===== config.mk =====
export PLATFORM = sky130hd
export DESIGN_NAME = riscv_alu_flat
export DESIGN_NICKNAME = d
export VERILOG_FILES = /design/src/rtl/riscv_alu_pkg.sv /design/src/rtl/riscv_alu_if.sv /design/src/rtl/riscv_alu_shifter.sv /design/src/rtl/riscv_alu.sv /design/src/flat_wrapper.sv
export SDC_FILE = /design/constraint.sdc
export NUM_CORES = 1
export LEC_CHECK = 0
export BUFFER_PORTS_ARGS = -buffer_cell sky130_fd_sc_hd__buf_2
export CELL_PAD_IN_SITES_DETAIL_PLACEMENT = 1
export CELL_PAD_IN_SITES_GLOBAL_PLACEMENT = 1
export CORE_ASPECT_RATIO = 1.2
export CORE_MARGIN = 10
export CORE_UTILIZATION = 49
export DETAILED_ROUTE_END_ITERATION = 8
export PLACE_DENSITY_LB_ADDON = 0.1
export SYNTH_ARGS = -nofsm -noshare
export SYNTH_HDL_FRONTEND = slang
export SYNTH_SLANG_ARGS = --single-unit

===== constraint.sdc =====
create_clock -name clk -period 6.9 [get_ports clk]
set_input_delay 0.69 -clock clk [delete_from_list [all_inputs] [get_ports clk]]
set_output_delay 0.69 -clock clk [all_outputs]
set_load 0.05 [all_outputs]

===== src/rtl/riscv_alu_pkg.sv =====
// riscv_alu_pkg: shared opcodes, width default and shifter mode type for the execute-stage ALU.
package riscv_alu_pkg;
  localparam int XLEN_DEFAULT = 32;
  localparam logic [3:0] ALU_AND    = 4'b0000;
  localparam logic [3:0] ALU_OR     = 4'b0001;
  localparam logic [3:0] ALU_ADD    = 4'b0010;
  localparam logic [3:0] ALU_SLL    = 4'b0011;
  localparam logic [3:0] ALU_XOR    = 4'b0100;
  localparam logic [3:0] ALU_SRL    = 4'b0101;
  localparam logic [3:0] ALU_SLTU   = 4'b0110;
  localparam logic [3:0] ALU_SLT    = 4'b0111;
  localparam logic [3:0] ALU_SUB    = 4'b1000;
  localparam logic [3:0] ALU_SRA    = 4'b1001;
  localparam logic [3:0] ALU_PASS_B = 4'b1010;
  typedef enum logic [1:0] {SH_SLL, SH_SRL, SH_SRA} shift_mode_e;
endpackage


===== src/rtl/riscv_alu_if.sv =====
// riscv_alu_if: operand/result bundle between the ALU-control side and the ALU.
// overflow_flag exists only when ALU_OVERFLOW_EN is defined.
interface riscv_alu_if import riscv_alu_pkg::*; #(parameter int XLEN = XLEN_DEFAULT) ();
  logic            in_valid;
  logic [XLEN-1:0] in1;
  logic [XLEN-1:0] in2;
  logic [3:0]      alu_control_signal;
  logic            out_valid;
  logic [XLEN-1:0] alu_result;
  logic            zero_flag;
`ifdef ALU_OVERFLOW_EN
  logic            overflow_flag;
  modport master (output in_valid, in1, in2, alu_control_signal,
                  input out_valid, alu_result, zero_flag, overflow_flag);
  modport slave  (input in_valid, in1, in2, alu_control_signal,
                  output out_valid, alu_result, zero_flag, overflow_flag);
`else
  modport master (output in_valid, in1, in2, alu_control_signal,
                  input out_valid, alu_result, zero_flag);
  modport slave  (input in_valid, in1, in2, alu_control_signal,
                  output out_valid, alu_result, zero_flag);
`endif
endinterface


===== src/rtl/riscv_alu_shifter.sv =====
// riscv_alu_shifter: combinational SLL/SRL/SRA on a 5-bit shift amount.
module riscv_alu_shifter import riscv_alu_pkg::*; #(parameter int XLEN = XLEN_DEFAULT) (
  input  logic [XLEN-1:0] i_data,
  input  logic [4:0]      i_shamt,
  input  shift_mode_e     i_mode,
  output logic [XLEN-1:0] o_result
);
  logic [XLEN-1:0] w_sll, w_srl, w_sra;
  assign w_sll = i_data << i_shamt;
  assign w_srl = i_data >> i_shamt;
  assign w_sra = $signed(i_data) >>> i_shamt;
  assign o_result = i_mode == SH_SRA ? w_sra : i_mode == SH_SRL ? w_srl : w_sll;
endmodule


===== src/rtl/riscv_alu.sv =====
// riscv_alu: 32-bit RISC-V execute ALU, combinational op select with registered result/zero flag.
// Optional ALU_OVERFLOW_EN adds a registered signed-overflow flag for ADD/SUB.
module riscv_alu import riscv_alu_pkg::*; #(parameter int XLEN = XLEN_DEFAULT) (
  input logic       clk,
  input logic       rst_n,
  riscv_alu_if.slave bus
);
  logic [XLEN-1:0] w_sum, w_diff, w_shift, w_result;
  logic            w_slt, w_sltu;
  shift_mode_e     w_mode;
  logic            r_valid, r_zero;
  logic [XLEN-1:0] r_result;
  assign w_sum  = bus.in1 + bus.in2;
  assign w_diff = bus.in1 - bus.in2;
  assign w_slt  = $signed(bus.in1) < $signed(bus.in2);
  assign w_sltu = bus.in1 < bus.in2;
  assign w_mode = bus.alu_control_signal == ALU_SRA ? SH_SRA :
                  bus.alu_control_signal == ALU_SRL ? SH_SRL : SH_SLL;
  riscv_alu_shifter #(.XLEN(XLEN)) u_shifter (
    .i_data  (bus.in1),
    .i_shamt (bus.in2[4:0]),
    .i_mode  (w_mode),
    .o_result(w_shift)
  );
  always_comb begin
    w_result = '0;
    case (bus.alu_control_signal)
      ALU_AND:    w_result = bus.in1 & bus.in2;
      ALU_OR:     w_result = bus.in1 | bus.in2;
      ALU_ADD:    w_result = w_sum;
      ALU_XOR:    w_result = bus.in1 ^ bus.in2;
      ALU_SUB:    w_result = w_diff;
      ALU_SLT:    w_result = {{(XLEN-1){1'b0}}, w_slt};
      ALU_SLTU:   w_result = {{(XLEN-1){1'b0}}, w_sltu};
      ALU_SLL, ALU_SRL, ALU_SRA: w_result = w_shift;
      ALU_PASS_B: w_result = bus.in2;
      default:    w_result = '0;
    endcase
  end
`ifdef ALU_OVERFLOW_EN
  logic w_ovf, r_ovf;
  assign w_ovf = bus.alu_control_signal == ALU_ADD ?
                   (bus.in1[XLEN-1] == bus.in2[XLEN-1]) && (w_sum[XLEN-1] != bus.in1[XLEN-1]) :
                 bus.alu_control_signal == ALU_SUB ?
                   (bus.in1[XLEN-1] != bus.in2[XLEN-1]) && (w_diff[XLEN-1] != bus.in1[XLEN-1]) :
                 1'b0;
  always_ff @(posedge clk) begin
    if (!rst_n) r_ovf <= 1'b0;
    else if (bus.in_valid) r_ovf <= w_ovf;
  end
  assign bus.overflow_flag = r_ovf;
`endif
  // zero_flag is derived from the same next-state value so it never disagrees with alu_result
  always_ff @(posedge clk) begin
    if (!rst_n) begin
      r_valid  <= 1'b0;
      r_result <= '0;
      r_zero   <= 1'b1;
    end else begin
      r_valid <= bus.in_valid;
      if (bus.in_valid) begin
        r_result <= w_result;
        r_zero   <= w_result == '0;
      end
    end
  end
  assign bus.out_valid  = r_valid;
  assign bus.alu_result = r_result;
  assign bus.zero_flag  = r_zero;
endmodule


===== src/flat_wrapper.sv =====
// flat-port wrapper written by rule: the top's interface ports become plain ports
module riscv_alu_flat import riscv_alu_pkg::*;
#(parameter int XLEN = XLEN_DEFAULT)
  (clk, rst_n, bus_in_valid, bus_in1, bus_in2, bus_alu_control_signal, bus_out_valid, bus_alu_result, bus_zero_flag);
  riscv_alu_if #(.XLEN(XLEN)) bus_i ();
  input logic clk;
  input logic rst_n;
  input wire logic [$bits(bus_i.in_valid)-1:0] bus_in_valid;
  input wire logic [$bits(bus_i.in1)-1:0] bus_in1;
  input wire logic [$bits(bus_i.in2)-1:0] bus_in2;
  input wire logic [$bits(bus_i.alu_control_signal)-1:0] bus_alu_control_signal;
  output wire logic [$bits(bus_i.out_valid)-1:0] bus_out_valid;
  output wire logic [$bits(bus_i.alu_result)-1:0] bus_alu_result;
  output wire logic [$bits(bus_i.zero_flag)-1:0] bus_zero_flag;
  assign bus_i.in_valid = bus_in_valid;
  assign bus_i.in1 = bus_in1;
  assign bus_i.in2 = bus_in2;
  assign bus_i.alu_control_signal = bus_alu_control_signal;
  assign bus_out_valid = bus_i.out_valid;
  assign bus_alu_result = bus_i.alu_result;
  assign bus_zero_flag = bus_i.zero_flag;
  riscv_alu #(.XLEN(XLEN)) u_core (.clk(clk), .rst_n(rst_n), .bus(bus_i));
endmodule

==> results of run 1 <==
-- power by group --
part           total, uW  switching [uW]  internal (uW)
Clock                221            90.1            130
Combinational       1100             765            339
Sequential           223            10.2            213
-- Yosys cell counts, types with 32 or more instances --
library cell	instances	area share
a211oi_1	50	0.033
a21oi_1	132	0.058
buf_2	32	0.014
clkbuf_1	82	0.027
dfxtp_1	34	0.059
ha_1	101	0.11
inv_1	92	0.030
mux2i_1	43	0.038
mux4_2	49	0.096
nand2_1	132	0.043
nand3_1	45	0.020
nor2_1	169	0.055
nor3_1	44	0.019
o21ai_0	106	0.046
-- flip-flops by register name (all words and copies together) (netlist names) --
register               flops
u_core.bus.alu_result     32
u_core.bus.out_valid       1
u_core.bus.zero_flag       1
-- layout make-up --
cell class / instances / area [um2]
diodes: 1 / 2.502
repair buffers: 132 / 735.7
well taps: 315 / 394.1
inverters: 98 / 367.9
multi-input cells: 1344 / 9859
flip-flops and latches: 34 / 680.7
fillers: 3047 / 10950
clock buffers: 5 / 125.1
clock inverters: 2 / 10.01
-- routing by layer --
layer,GRT usage,vias to the layer above,wire length [um]
met3,0.09641,336,8339
li1,-,6145,-
met4,0.2773,4,5532
met5,0,-,31
met2,0.6108,1283,27120
met1,0.5049,7174,23630
-- path summary, 6_finish.rpt --
check	from	end	slack [ns]	depth (start not counted)
hold reg to reg	u_core.bus.alu_result[30]	u_core.bus.alu_result[30]	0.48	2
hold / removal	u_core.bus.alu_result[30]	u_core.bus.alu_result[30]	0.48	2
setup reg to reg	u_core.bus.alu_result[14]	u_core.bus.alu_result[14]	6.00	2
setup / recovery	bus_in2[1]	u_core.bus.zero_flag	1.95	14
-- cell usage in the layout, fill, tap and decap left out, types with 9 or more instances in the layout --
cell	count
xnor2_1	9
mux4_2	49
a221oi_1	21
o31ai_1	21
nand3_1	45
a31oi_1	18
buf_4	30
a21oi_1	132
or3_1	10
mux2i_1	43
nand2_1	132
buf_2	102
nand2b_1	14
nor4_1	11
inv_1	92
nor2_1	169
o21a_1	9
nor2b_1	18
a211oi_1	49
a221o_1	21
nor3_1	43
o21ai_1	11
ha_1	101
mux2_2	25
dfxtp_1	34
o221ai_1	13
nand4_1	21
o211ai_1	29
a22oi_1	21
o21ai_0	106
o22ai_1	22
and2_1	11
-- kinds of logic (layout without fill, tap and decap cells) --
logic type / count (synthesis) / after routing / share of synthesized area
flip-flops: 34 / 34 / 0.05932
multiplexers: 121 / 121 / 0.1652
adder cells (fa/ha/maj): 103 / 103 / 0.1136
buffers and inverters: 231 / 237 / 0.08593
AO/OA/AOI/OAI: 583 / 583 / 0.3468
XOR/XNOR: 10 / 10 / 0.007634
AND/OR/NAND/NOR: 527 / 527 / 0.2215
other: 0 / 1 / 0
-- per-stage QoR --
| step | worst slack [ns] | hold WS [ns] |
|---|---|---|
| detailed placement | 1.857 | 0.4759 |
| global route | 1.807 | 0.5120 |
| global placement | 1.928 | 0.4686 |
| floorplan | 2.588 | 0.6989 |
| CTS | 2.138 | 0.4837 |
| finish | 1.947 | 0.4803 |
-- critical path, stage by stage --
cell	delay [ns]
buf_4	0.37
clkinv_1	0.47
ha_1	0.52
a211oi_1	0.12
o211ai_1	0.46
a221o_1	0.36
a41oi_1	0.25
a22o_1	0.25
o21ai_0	0.58
o311a_1	0.35
nand3_1	0.13
nor4_2	0.34
nand4_1	0.13
o21ai_1	0.15
==> summary.md, run 1 <==
| Metric | Value |
|---|---|
| Outcome | finished, final reports clean |
| Clock Path Buffers | 2 |
| Layout area overhead | 6.118% |
| Synth Warn # | 0 |
| Worst hold path class | flop to flop |
| NumNets Final | between 1,500 and 2,000 |
| Gr usage total | 0.4065 |
| DR iter-0 viols | between 2,000 and 2,500 |
| Wire per inst | ~33 um |
| Total iterations of the first detailed-routing run | 6 |
| Die Area | roughly 30,000 um2 |
| Total grt overflow | 0 |
| Reg clk slew, reported paths | 0.06 ns |
| Total CTS buffers | 5 |
| PwrDens | approximately 130 nW/um2 |
| Hold-fix buffers at CTS | 0 |
| Setup violators final | 0 |
| Initial antenna violation count | 2 |
| Leakage power | ~0.0049 uW |
| Worst setup EP type | flop |
| Max-cap viol count | 0 |
| Rel. slew slack | 0.1146 |
| Rows | approximately 60 |
| Final GP Congestion | approximately 1.1 |
| Postcts setup bufs | 0 |
| Die Ht | about 190 um |
| Post-CTS Resized | 0 |
| CTS tree | yes |
| Port bufs | around 100 |
| Worst skew pair latency | ~0.29 ns |
| Core area | about 23,000 um2 |
| Final non-filler cell total | around 1,900 |
| First-pass GRT wire length | between 90,000 and 100,000 um |
| FMAX | about 200 MHz |
| Synthesized flop and latch total | 34 |
| Mapped Cells | 1,609 |
| Peak fanout along the critical path | 34 |
| Final Cycle Share | 0.7178 |
| Crit start category | input pin |
| Final Max Tran Viols | 0 |
| Max VDD drop | 0.00008501 V |
| Final core utilization | 0.5265 |
| Share of post-route cells with drive strength above 1 | 0.1591 |
| Crit Path Category | input pin to flop |
| Dpl hpwl | ~50,000 um |
| Drc violations | 0 |
| Library cells used by synthesis | between 90 and 100 |
| Async SR Flop Fraction | 0 |
| Crit path DAT | a little over 5 ns |
| Syn_area_per_cell | approximately 7.1 um2 |
| Clock skew | 0 ns |
| CTS H-tree lvls | 2 |
| Final setup TNS | 0 ns |
| Vias | 14,940 |
| Dpl cells | 1,923 |
| Clk sink count | 34 |
| EDFF count, synth | 0 |
| Synthesized cell area | 11,470 um2 |
| Syn_nets | between 1,500 and 2,000 |
| Register area share after synthesis | 0.05932 |
| Unrepaired setup endpoints after global routing | no |
| Vias in the first global route | about 14,000 |
| Die X | around 160 um |
| Final Hold Viols | 0 |
| DP Area | 12,040 um2 |
| I/O pin cnt | approximately 110 |
| Finished layout cell area | 12,180 um2 |
| Vias per cell | approximately 7.7 |
| Critical Path RT | 7.12 ns |
| Largest net degree at the start of global routing | 71 |
| Top FF cell, synth | dfxtp_1 |
| Root Buffer | clkbuf_16 |
| Fin crit period | 4.953 ns |
| Worst slew pin tran | about 1.3 ns |
| DRT Wirelength | roughly 65,000 um |
| Starting density of the core | 0.4961 |
| Final total power | ~1500 uW |
| Final ANT Viol Nets | 0 |
Note: power is estimated with default switching activity, not from simulation.
==> inputs of run 2 (changes only) <==
ABC_AREA = 1   (was unset)
CORE_UTILIZATION = 37   (was 49)
clock period = 4.4 ns   (was 6.9 ns; I/O delays follow)
==> run 2 against run 1 <==
Effect of this change: clock power grew 80%; core utilization decreased by 12 points; combinational power increased by 49%; count of clock-buffer cells in the layout unchanged; synthesized cell count is 46% higher; wire length up 0.45%; global-route usage shrank 9.2 points; largest power group unchanged; highest routed layer unchanged.
==> summary.md, run 2 <==
| Metric | Value |
|---|---|
| Outcome | finished, final reports clean |
| Largest family of logic cells by synthesized area | simple AND/OR/NAND/NOR gates |
| Simple-gate area share of the yosys netlist | 0.5503 |
| Initial antenna violation count | 2 |
| Final non-filler cell total | between 2,000 and 3,000 |
| Commonest cells post-synth | nand2_1 (751), nand3_1 (445), inv_1 (300), nor2_1 (235), ha_1 (101) |
| Worst hold path class | flop to flop |
| Dpl hpwl | between 50,000 and 60,000 um |
| Port bufs | approximately 100 |
| PwrDens | 188.3 nW/um2 |
| Rows | 71 |
| CTS H-tree lvls | 2 |
| Peak fanout along the critical path | 21 |
| Most Crowded Layer GR | met2 |
| Total CTS buffers | 5 |
| R2r setup slk | ~3.6 ns |
| Library cells used by synthesis | 45 |
| Core area | 31,270 um2 |
| Clock Path Buffers | 2 |
| Commonest non-fill, non-tap cells in the layout | nand2_1 (751), nand3_1 (445), inv_1 (300), nor2_1 (235), buf_2 (104) |
| Synthesized flop and latch total | 34 |
| DRT Wirelength | around 65,000 um |
| Largest net degree at the start of global routing | 80 |
| Worst skew pair latency | between 0.2 and 0.3 ns |
| GR met2 Demand/Resource | 0.5565 |
| Crit path DAT | roughly 3.9 ns |
| Compound-Gate Fraction of Synth Area | 0.1365 |
| Max-cap viol count | 0 |
| Total iterations of the first detailed-routing run | 5 |
| Register area share after synthesis | 0.05823 |
| DR iter-0 viols | 1,187 |
| Max VDD drop | ~0.00025 V |
| NumNets Final | 2,552 |
| Top FF cell, synth | dfxtp_1 |
| Synthesized cell area | about 12,000 um2 |
| Post-synthesis mux area share | 0 |
| I/O pin cnt | between 100 and 150 |
| Starting density of the core | 0.3738 |
| Async SR Flop Fraction | 0 |
| Adder-Cell Fraction of Synth Area | 0.1115 |
| Area contributors post-synth | nand2_1 (24%), nand3_1 (19%), ha_1 (11%), inv_1 (9.6%), nor2_1 (7.5%) |
| GRT met3 Usage | 0.02941 |
| EDFF count, synth | 0 |
| Setup violators final | 0 |
| Share of post-route cells with drive strength above 1 | 0.07272 |
| Die Area | ~39,000 um2 |
| Commonest non-fill, non-tap cell in the layout | nand2_1 |
| First-pass GRT wire length | 97,500 um |
| Final Hold Viols | 0 |
| Antenna cells | 0 |
| Critical Path RT | about 4.6 ns |
| Postcts setup bufs | 0 |
| Unrepaired setup endpoints after global routing | no |
| Vias in the first global route | ~17,000 |
| Worst setup EP type | flop |
| Hold-fix buffers at CTS | 0 |
| Clock skew | 0 ns |
| Worst slew pin tran | 0.8638 ns |
| Syn_area_per_cell | between 4 and 5 um2 |
| Crit Path Category | input pin to flop |
| FMAX | ~270 MHz |
| Gr usage total | 0.3149 |
| CTS tree | yes |
| Final ANT Viol Nets | 0 |
| Setup slack after layout | around 0.68 ns |
| Wire per inst | ~23 um |
| Final GP Congestion | 0.9692 |
| Crit start category | input pin |
| Xor and xnor area share after synthesis | 0.0007493 |
| Post-CTS Resized | 0 |
| Root Buffer | clkbuf_16 |
| Synth Warn # | 0 |
| Syn_nets | 2,516 |
| Die Ht | ~210 um |
| Setup WS pre-CTS | about 0.53 ns |
| Rel. slew slack | 0.4242 |
| Largest register FFs | 32 |
| Final setup TNS | 0 ns |
| Layout area overhead | 8.393% |
| Area share of the largest cell type after synthesis | 0.2412 |
| Total grt overflow | 0 |
| Met1 Use GR | 0.3628 |
| Vias per cell | roughly 5.8 |
| Reg clk slew, reported paths | approximately 0.060 ns |
| Die X | between 150 and 200 um |
| Leakage power | 0.007282 uW |
| Final Max Tran Viols | 0 |
| Synth area leader | nand2_1 |
| Mapped Cells | 2,342 |
| Clk sink count | 34 |
| Most frequent cell after synthesis | nand2_1 |
| Fin crit period | ~3.7 ns |
| Final Cycle Share | 0.8457 |
| Vias | ~16,000 |
| Drc violations | 0 |
| Dpl cells | ~2,800 |
run 2: report_power, final:
group | total [uW] | internal, uW | switching [uW]
Clock | 398 | 265 | 133
Combinational | 1640 | 435 | 1210
Sequential | 345 | 332 | 13.2
run 2: cell families (layout without fill, tap and decap cells):
logic type      Yosys count  count (layout)
compound gates          271             271
simple gates           1508            1508
flops                    34              34
fa+ha+maj               103             103
xor+xnor                  1               1
buf+inv                 425             462
run 2: cell type report:
cell class	instances	area, um2
Tap cell	401	501.7
Multi-Input combinational cell	1883	9340
Clock inverter	3	40.04
Fill cell	4751	18600
Timing Repair Buffer	143	813.3
Inverter	311	1169
Sequential cell	34	680.7
Clock buffer	5	125.1
run 2: routing by layer:
metal / part of all wire / vias to the layer above / wire length, um
li1: - / 7682 / -
met4: 0.063 / 4 / 4103
met2: 0.49 / 482 / 31860
met1: 0.40 / 7901 / 26050
met5: 0.00031 / - / 20
met3: 0.045 / 162 / 2911
run 2: path summary, 6_finish.rpt:
check	from	cells past startpoint	end
min reg2reg	u_core.bus.alu_result[12]	2	u_core.bus.alu_result[12]
min	u_core.bus.alu_result[12]	2	u_core.bus.alu_result[12]
max	bus_in2[0]	21	u_core.bus.zero_flag
max reg2reg	u_core.bus.alu_result[17]	4	u_core.bus.alu_result[17]
run 2: stage by stage:
step / total power, uW / utilization / hold slack [ns] / area [um2]
2_1_floorplan: 1388 / - / 0.5784 / 11690
3_3_place_gp: 1931 / 0.3999 / 0.4615 / 12500
3_5_place_dp: 1955 / 0.3999 / 0.4670 / 12500
4_1_cts: 2356 / 0.4052 / 0.4857 / 12670
5_1_grt: 2547 / 0.4052 / 0.5138 / 12670
6_report: 2386 / 0.4052 / 0.4766 / 12670
run 2: worst max-delay path, stage by stage:
cell	delay (ns)
buf_2	0.35
ha_1	0.33
inv_1	0.12
fa_1	0.42
inv_1	0.15
nand3_1	0.11
nand3_1	0.19
nand2_1	0.08
nand2_1	0.13
nand3_1	0.15
nand2_1	0.17
nand2_1	0.06
nand3_1	0.07
nand3_1	0.08
nor2_1	0.47
nand2_1	0.12
nor2_1	0.14
nand2_1	0.08
nor3_2	0.16
nand2_1	0.06
nand2_1	0.05
